**src/rtl/image_loader_pkg.sv**
```systemverilog
// image_loader_pkg: frame geometry, derived sizes and drive-side FSM states shared by the image_loader slice
package image_loader_pkg;
    localparam int IMG_W = 9;
    localparam int IMG_H = 9;
    localparam int PIX_W = 8;
    localparam int NPIX = IMG_W * IMG_H;
    localparam int FRAME_BITS = NPIX * PIX_W;
    localparam int IDX_W = $clog2(NPIX);
    typedef enum logic [1:0] {
        ST_IDLE = 2'd0,
        ST_LOAD = 2'd1,
        ST_RUN  = 2'd2
    } state_t;
endpackage

```
**src/rtl/image_loader_if.sv**
```systemverilog
// image_loader_if: pixel stream s_valid/s_data/s_last from master, s_ready back from slave (the loader)
interface image_loader_if;
    import image_loader_pkg::*;
    logic             s_valid;
    logic [PIX_W-1:0] s_data;
    logic             s_last;
    logic             s_ready;
    modport master (output s_valid, s_data, s_last, input s_ready);
    modport slave (input s_valid, s_data, s_last, output s_ready);
endinterface

```
**src/rtl/image_loader_frame_buf.sv**
```systemverilog
// frame_buf: one frame register with indexed pixel write; ports clk, we, idx, din, frame
module frame_buf
    import image_loader_pkg::*;
(
    input  logic                  clk,
    input  logic                  we,
    input  logic [IDX_W-1:0]      idx,
    input  logic [PIX_W-1:0]      din,
    output logic [FRAME_BITS-1:0] frame
);
    always_ff @(posedge clk)
        if (we) frame[idx*PIX_W +: PIX_W] <= din;
endmodule

```
**src/rtl/image_loader.sv**
```systemverilog
// image_loader: ping-pong 9x9 frame assembler feeding convolution; ports clk, rst, s (stream slave), IMG/enable/values/convolve/done (convolution side), frame_err
module image_loader
    import image_loader_pkg::*;
(
    input  logic                  clk,
    input  logic                  rst,
    image_loader_if.slave         s,
    output logic [FRAME_BITS-1:0] IMG,
    output logic                  enable,
    output logic                  values,
    output logic                  convolve,
    input  logic                  done,
    output logic                  frame_err
);
    logic [IDX_W-1:0]      idx;
    logic [1:0]            full;
    logic                  wr_sel, rd_sel;
    logic                  hs, at_end, fill_ok, fill_err, release_buf;
    logic [FRAME_BITS-1:0] frames [2];
    state_t                state, state_n;

    assign s.s_ready   = !rst && !full[wr_sel];
    assign hs          = s.s_valid && s.s_ready;
    assign at_end      = idx == IDX_W'(NPIX - 1);
    assign fill_ok     = hs && at_end && s.s_last;
    assign fill_err    = hs && (s.s_last != at_end);
    assign release_buf = state == ST_RUN && done;

    for (genvar i = 0; i < 2; i++) begin : g_buf
        frame_buf u_buf (
            .clk   (clk),
            .we    (hs && wr_sel == 1'(i)),
            .idx   (idx),
            .din   (s.s_data),
            .frame (frames[i])
        );
    end

    // a buffer is only set while empty and only cleared while full, so set/clear never collide
    always_ff @(posedge clk) begin
        if (rst) begin
            idx       <= '0;
            full      <= '0;
            wr_sel    <= 1'b0;
            rd_sel    <= 1'b0;
            frame_err <= 1'b0;
        end else begin
            idx       <= !hs ? idx : (s.s_last || at_end) ? '0 : idx + 1'b1;
            frame_err <= fill_err;
            wr_sel    <= wr_sel ^ fill_ok;
            rd_sel    <= rd_sel ^ release_buf;
            full      <= (full | (fill_ok ? 2'b01 << wr_sel : 2'b00)) & ~(release_buf ? 2'b01 << rd_sel : 2'b00);
        end
    end

    always_ff @(posedge clk)
        state <= rst ? ST_IDLE : state_n;

    always_comb begin
        state_n  = state == ST_IDLE ? (full[rd_sel] ? ST_LOAD : ST_IDLE) :
                   state == ST_LOAD ? ST_RUN :
                   state == ST_RUN  ? (done ? ST_IDLE : ST_RUN) : ST_IDLE;
        enable   = state == ST_LOAD || state == ST_RUN;
        values   = state == ST_LOAD;
        convolve = state == ST_RUN;
        IMG      = enable ? frames[rd_sel] : '0;
    end
endmodule

```
**src/flat_wrapper.sv**
```systemverilog
// flat-port wrapper written by rule: the top's interface ports become plain ports
module image_loader_flat import image_loader_pkg::*;
  (clk, rst, IMG, enable, values, convolve, done, frame_err, s_s_valid, s_s_data, s_s_last, s_s_ready);
  image_loader_if s_i ();
  input  logic clk;
  input  logic rst;
  output logic [FRAME_BITS-1:0] IMG;
  output logic enable;
  output logic values;
  output logic convolve;
  input  logic done;
  output logic frame_err;
  input wire logic [$bits(s_i.s_valid)-1:0] s_s_valid;
  input wire logic [$bits(s_i.s_data)-1:0] s_s_data;
  input wire logic [$bits(s_i.s_last)-1:0] s_s_last;
  output wire logic [$bits(s_i.s_ready)-1:0] s_s_ready;
  assign s_i.s_valid = s_s_valid;
  assign s_i.s_data = s_s_data;
  assign s_i.s_last = s_s_last;
  assign s_s_ready = s_i.s_ready;
  image_loader u_core (.clk(clk), .rst(rst), .s(s_i), .IMG(IMG), .enable(enable), .values(values), .convolve(convolve), .done(done), .frame_err(frame_err));
endmodule
```
**config.mk**
```make
export PLATFORM = sky130hd
export DESIGN_NAME = image_loader_flat
export DESIGN_NICKNAME = d
export VERILOG_FILES = /design/src/rtl/image_loader_pkg.sv /design/src/rtl/image_loader_if.sv /design/src/rtl/image_loader_frame_buf.sv /design/src/rtl/image_loader.sv /design/src/flat_wrapper.sv
export SDC_FILE = /design/constraint.sdc
export NUM_CORES = 2
export LEC_CHECK = 0
export ABC_CLOCK_PERIOD_IN_PS = 9200
export CORE_ASPECT_RATIO = 1.5
export CORE_MARGIN = 8
export CORE_UTILIZATION = 58
export CTS_CLUSTER_DIAMETER = 60
export DETAILED_ROUTE_END_ITERATION = 12
export PLACE_DENSITY = 0.9
export SETUP_SLACK_MARGIN = 0.4
export SLEW_MARGIN = 20
export SYNTH_ARGS = -nofsm -noshare
export SYNTH_HDL_FRONTEND = slang
export SYNTH_SLANG_ARGS = --single-unit
```
**constraint.sdc**
```tcl
create_clock -name clk -period 9.2 [get_ports clk]
set_clock_uncertainty 0.2 [all_clocks]
set_input_delay 2.76 -clock clk [delete_from_list [all_inputs] [get_ports clk]]
set_output_delay 2.76 -clock clk [all_outputs]
set_load 0.01 [all_outputs]
```
# Word level (Yosys, flattened, before mapping)
# Index checks and enable logic that the tools add are counted.
# op_classes
addsub	2
magnitude_cmp	3
eq_ne	4
shifts	4
n_mux	18
bitwise_logic	7
n_reduce_logical	13
# ops
cell	count
$mux W648	4
$bwmux W648	2
$shift A8 B34 Y648 const A	1
$shiftx A8 B34 Y648	1
$neg A10 Y34	1
$mux W2	6
$logic_and A1 B1 Y1	8
$add A7 B1 Y7 const B	1
$eq A7 B7 Y1 const B	1
$mux W7	1
$mux W1	5
$lt A1 B2 Y1 const B	2
$shl A1 B1 Y2 const A	2
$and A2 B2 Y2	1
$eq A2 B1 Y1 const B	1
$eq A2 B2 Y1 const B	1
$ge A2 B2 Y1 const B	1
$logic_not A1 Y1	2
$logic_not A2 Y1	1
$logic_or A1 B1 Y1	2
$not A1 Y2	1
$not A2 Y2	1
$or A2 B2 Y2	1
$xor A1 B1 Y1	2
other kinds (2)	2
# word_totals
reg_bits	1310
inputBits	13
output_inout_bits	653
word_cells	59

# Logic depth before layout (Yosys ltp)
# depth
word_depth	10
mapped_depth	13

# Hierarchy
# Synthesis repeated with hierarchy kept, for this count alone.
# hier_totals
cells_unflattened	5041
hier_area_um2	61147.4
# by_module_without_submodules
mod	instances	cells_each	area_each_um2	seq_area_each_um2
frame_buf (u_core.g_buf[0].u_buf)	1	1769	24627.4	19458.7
frame_buf (u_core.g_buf[1].u_buf)	1	1747	24593.6	19458.7
image_loader	1	1525	11926.4	280.3

# Worst setup path after synthesis
# No wires, ideal clock.
# synth_timing
path_kind	input port to output port
from	in rst
to	out s_s_ready
arrival_ns	3.098
required_time_ns	6.240
path_slack_ns	3.142
stages	2
cell_sequence	clkbuf_1 nor2_1
# synth_via
elab_chain_cells	2
# synth_lines
element	line	text
from (decl)	flat_wrapper.sv:6	input logic rst;
$logic_not A1 Y1	image_loader.sv:22	assign s.s_ready = !rst && !full[wr_sel];
$logic_and A1 B1 Y1	image_loader.sv:22	
to (decl)	flat_wrapper.sv:16	output wire logic [$bits(s_i.s_ready)-1:0] s_s_ready;
# No other way between the ends.

# Worst setup path after layout
# Ends and elaborated chain as after synthesis.

==> results.py <==
metrics = {
    "layout": {
        "final_common_cell": "edfxtp_1",
        "design_area_um2": 68000,
        "fin_nets": 4512,
        "syn2layout_area_growth_pct": 20.85,
        "drive_gt1_share_pct": 8.013,
        "final_cells": 5861,
        "fillCellCount": 5965,
        "mostFrequentLayoutCells": "1,296 x edfxtp_1, 665 x clkdlybuf4s50_1, 655 x nor2b_1",
    },
    "pwr": {
        "swShare_pct": 20.31,
        "power_frac_clock_pct": 42.3,
        "total_leakage_power_uw": 0.01965,
        "vdd_drop_max_mv": 0.2538,
        "p_total_uw": 11560,
        "combPwrFrac_pct": 1.8,
        "power_per_cell_area_nw_per_um2": 170.0,
        "p_seq_share_pct": 55.9,
        "internal-power_uw": 9210,
        "p_sw_uw": 2348,
    },
    "sta": {
        "slew_headroom_pct": 16.73,
        "worstMarginPinSlew_ns": 1.248,
        "rsz0062_at_grt": "false",
        "holdWs_ns": 0.3359,
        "drv_slew": 0,
        "fmax_mhz": 142.4,
        "hold_viol_final": 0,
        "fin_crit_ns": 7.022,
        "final.setup.tns_ns": 0,
        "setup_viol": 0,
        "period_share_pct": 76.33,
    },
    "placement": {
        "dpl-instance-area_um2": 63850,
        "port-buffer-count": 665,
        "dp_cells": 5652,
        "place_congestion": 0.8621,
        "place_hpwl_um": 113700,
    },
    "clock_tree": {
        "ctsHoldBuffers": 0,
        "post-cts-setup-buffers": 0,
        "clk_path_buf_depth": 3,
        "cts_buffers": 109,
        "cts_htree_levels": 3,
        "root_buffer": "clkbuf_16",
        "cts_resized": 0,
        "cts_tree": "done",
        "cts.clk_slew.worst_paths_ns": 0.07,
        "clock_sinks": 1310,
        "clkLatencyLatePin_ns": 0.71,
    },
    "critical_path": {
        "worstPathArrival_ns": 4.06,
        "cp_top_family": "buffers and inverters",
        "end_kind": "output pin",
        "path_buf_inv": 2,
        "r2r_slack_ns": 3.90,
        "start_kind": "input pin",
        "cpPeakStageDelay_ns": 0.58,
        "critPathMostFrequentCell": "clkdlybuf4s50_1",
        "path_cells": "clkdlybuf4s50_1, nor2_1, clkdlybuf4s50_1",
        "critPathSlowestCell": "clkdlybuf4s50_1",
        "crit_path_max_fanout": 8,
        "critPathKind": "input pin to output pin",
        "critPathRequiredTime_ns": 6.24,
    },
    "floorplanning": {
        "dieArea_um2": 107400,
        "die_w_um": 270.3,
        "coreArea_um2": 96690,
        "row_count": 140,
        "die_h_um": 397.5,
        "pin_count": 666,
        "initial_core_util_pct": 58.19,
    },
    "drt": {
        "vias": 36320,
        "drt-pass1-iter-count": 6,
        "routed_wl_um": 173500,
        "wl_per_cell_um": 29.60,
        "vias_per_cell": 6.197,
        "postRouteAntennaNets": 0,
        "drtIter0Drc": 4566,
        "drc": 0,
    },
    "synthesis": {
        "netlist_area_um2": 56270,
        "synth-async-reset-ratio_pct": 0,
        "ys_ff_latch": 1310,
        "ys_warn_count": 0,
        "synth_nets": 4020,
        "syn-instance-count": 3996,
        "synth_edf_count": 1296,
        "avgSynthCellArea_um2": 14.08,
        "synth_cell_types": 60,
        "ys_dominant_reg_cell": "edfxtp_1",
        "yosysSeqAreaShare_pct": 69.66,
    },
    "global_route": {
        "grt_pass1_vias": 36210,
        "grt_usage_pct": 31.02,
        "grt_overflow": 0,
        "grt_pass1_wl_um": 243500,
        "antenna_found_initial": 4,
        "grt_max_degree": 268,
    },
    "status": {
        "status": "completed",
    },
    "worst_hold_path": {
        "min_path_type": "flop to flop",
    },
    "job": {
        "max_cap_violations": 0,
    },
}
==> area by class of cell <==
| cell class | count | area, um2 | area share, % |
|---|---|---|---|
| Clock inverter | 76 | 943.4 | 1.387 |
| Multi-Input combinational cell | 2333 | 16140 | 23.73 |
| Clock buffer | 127 | 2838 | 4.173 |
| Sequential cell | 1310 | 39200 | 57.65 |
| Antenna cell | 3 | 7.507 | 0.01104 |
| Timing Repair Buffer | 720 | 7222 | 10.62 |
| Inverter | 14 | 52.55 | 0.07728 |
| Tap cell | 1278 | 1599 | 2.351 |
==> sequential cells by signal, summed over array words and instances (netlist names) <==
register and cells:
u_core.idx 7, u_core.full 2, u_core.rd_sel 1, u_core.state 2
u_core.wr_sel 1, u_core.g_buf.u_buf.frame 1296, u_core.frame_err 1
==> power groups by stage <==
stage	Sequential, uW	Clock (uW)	Combinational [uW]
4_1_cts	6460	4880	203
3_5_place_dp	6590	0	202
2_1_floorplan	6590	0	115
3_3_place_gp	6590	0	198
5_1_grt	6460	5100	216
6_report	6460	4890	213
==> layer usage <==
layer  vias to the layer above  global-route usage, %  routed length [um]
met5                         -                      0                  30
met3                       548                  6.769               18820
li1                      15380                      -                   -
met2                      2716                  53.23               85880
met4                         4                  17.04               11110
met1                     17670                  36.18               57630
==> tightest hold or removal path: stages (launching register included) <==
cell,delay (ns)
dfxtp_1,0.35
nor2_1,0.10
nor3_1,0.05
==> synthesized netlist by cell type (all sizes together), types with 11 or more instances <==
cell    instances  area, um2
clkbuf        220      825.8
ha             11      137.6
buf           119      614.3
o21ai          16      91.34
nand3          22      110.1
nand2          45      168.9
dfxtp          14      280.3
edfxtp       1296      38920
mux2i         648       6486
nor2b         655       4098
nor3          380       1972
and2           11      68.82
inv            13      48.80
nor2          457       1720
==> stage by stage <==
step	worst slack (ns)	utilization, %
finish	2.178	70.33
global route	2.132	70.32
CTS	2.187	69.95
detailed placement	2.187	66.04
global placement	2.201	66.03
floorplan	3.142	-
==> final timing paths <==
check        cells after the start                       start                                   endpoint
min                              2   u_core.full[0]$_SDFF_PP0_                  u_core.full[0]$_SDFF_PP0_
max                              3                         rst                                  s_s_ready
min reg2reg                      2   u_core.full[0]$_SDFF_PP0_                  u_core.full[0]$_SDFF_PP0_
max reg2reg                      6  u_core.idx[0]$_SDFFE_PP0P_  u_core.g_buf[1].u_buf.frame[19]$_DFFE_PP_
==> cells by family (layout without fill, tap and decap cells) <==
family / Yosys count / count (layout) / share of synthesized area, %
AO/OA/AOI/OAI: 41 / 41 / 0.5248
XOR/XNOR: 12 / 12 / 0.1868
adder cells (fa/ha/maj): 11 / 11 / 0.2446
buffers and inverters: 353 / 937 / 2.653
flip-flops: 1310 / 1310 / 69.66
multiplexers: 653 / 653 / 11.63
other: 0 / 3 / 0
AND/OR/NAND/NOR: 1616 / 1616 / 15.10
(Power assumes the default switching activity.)
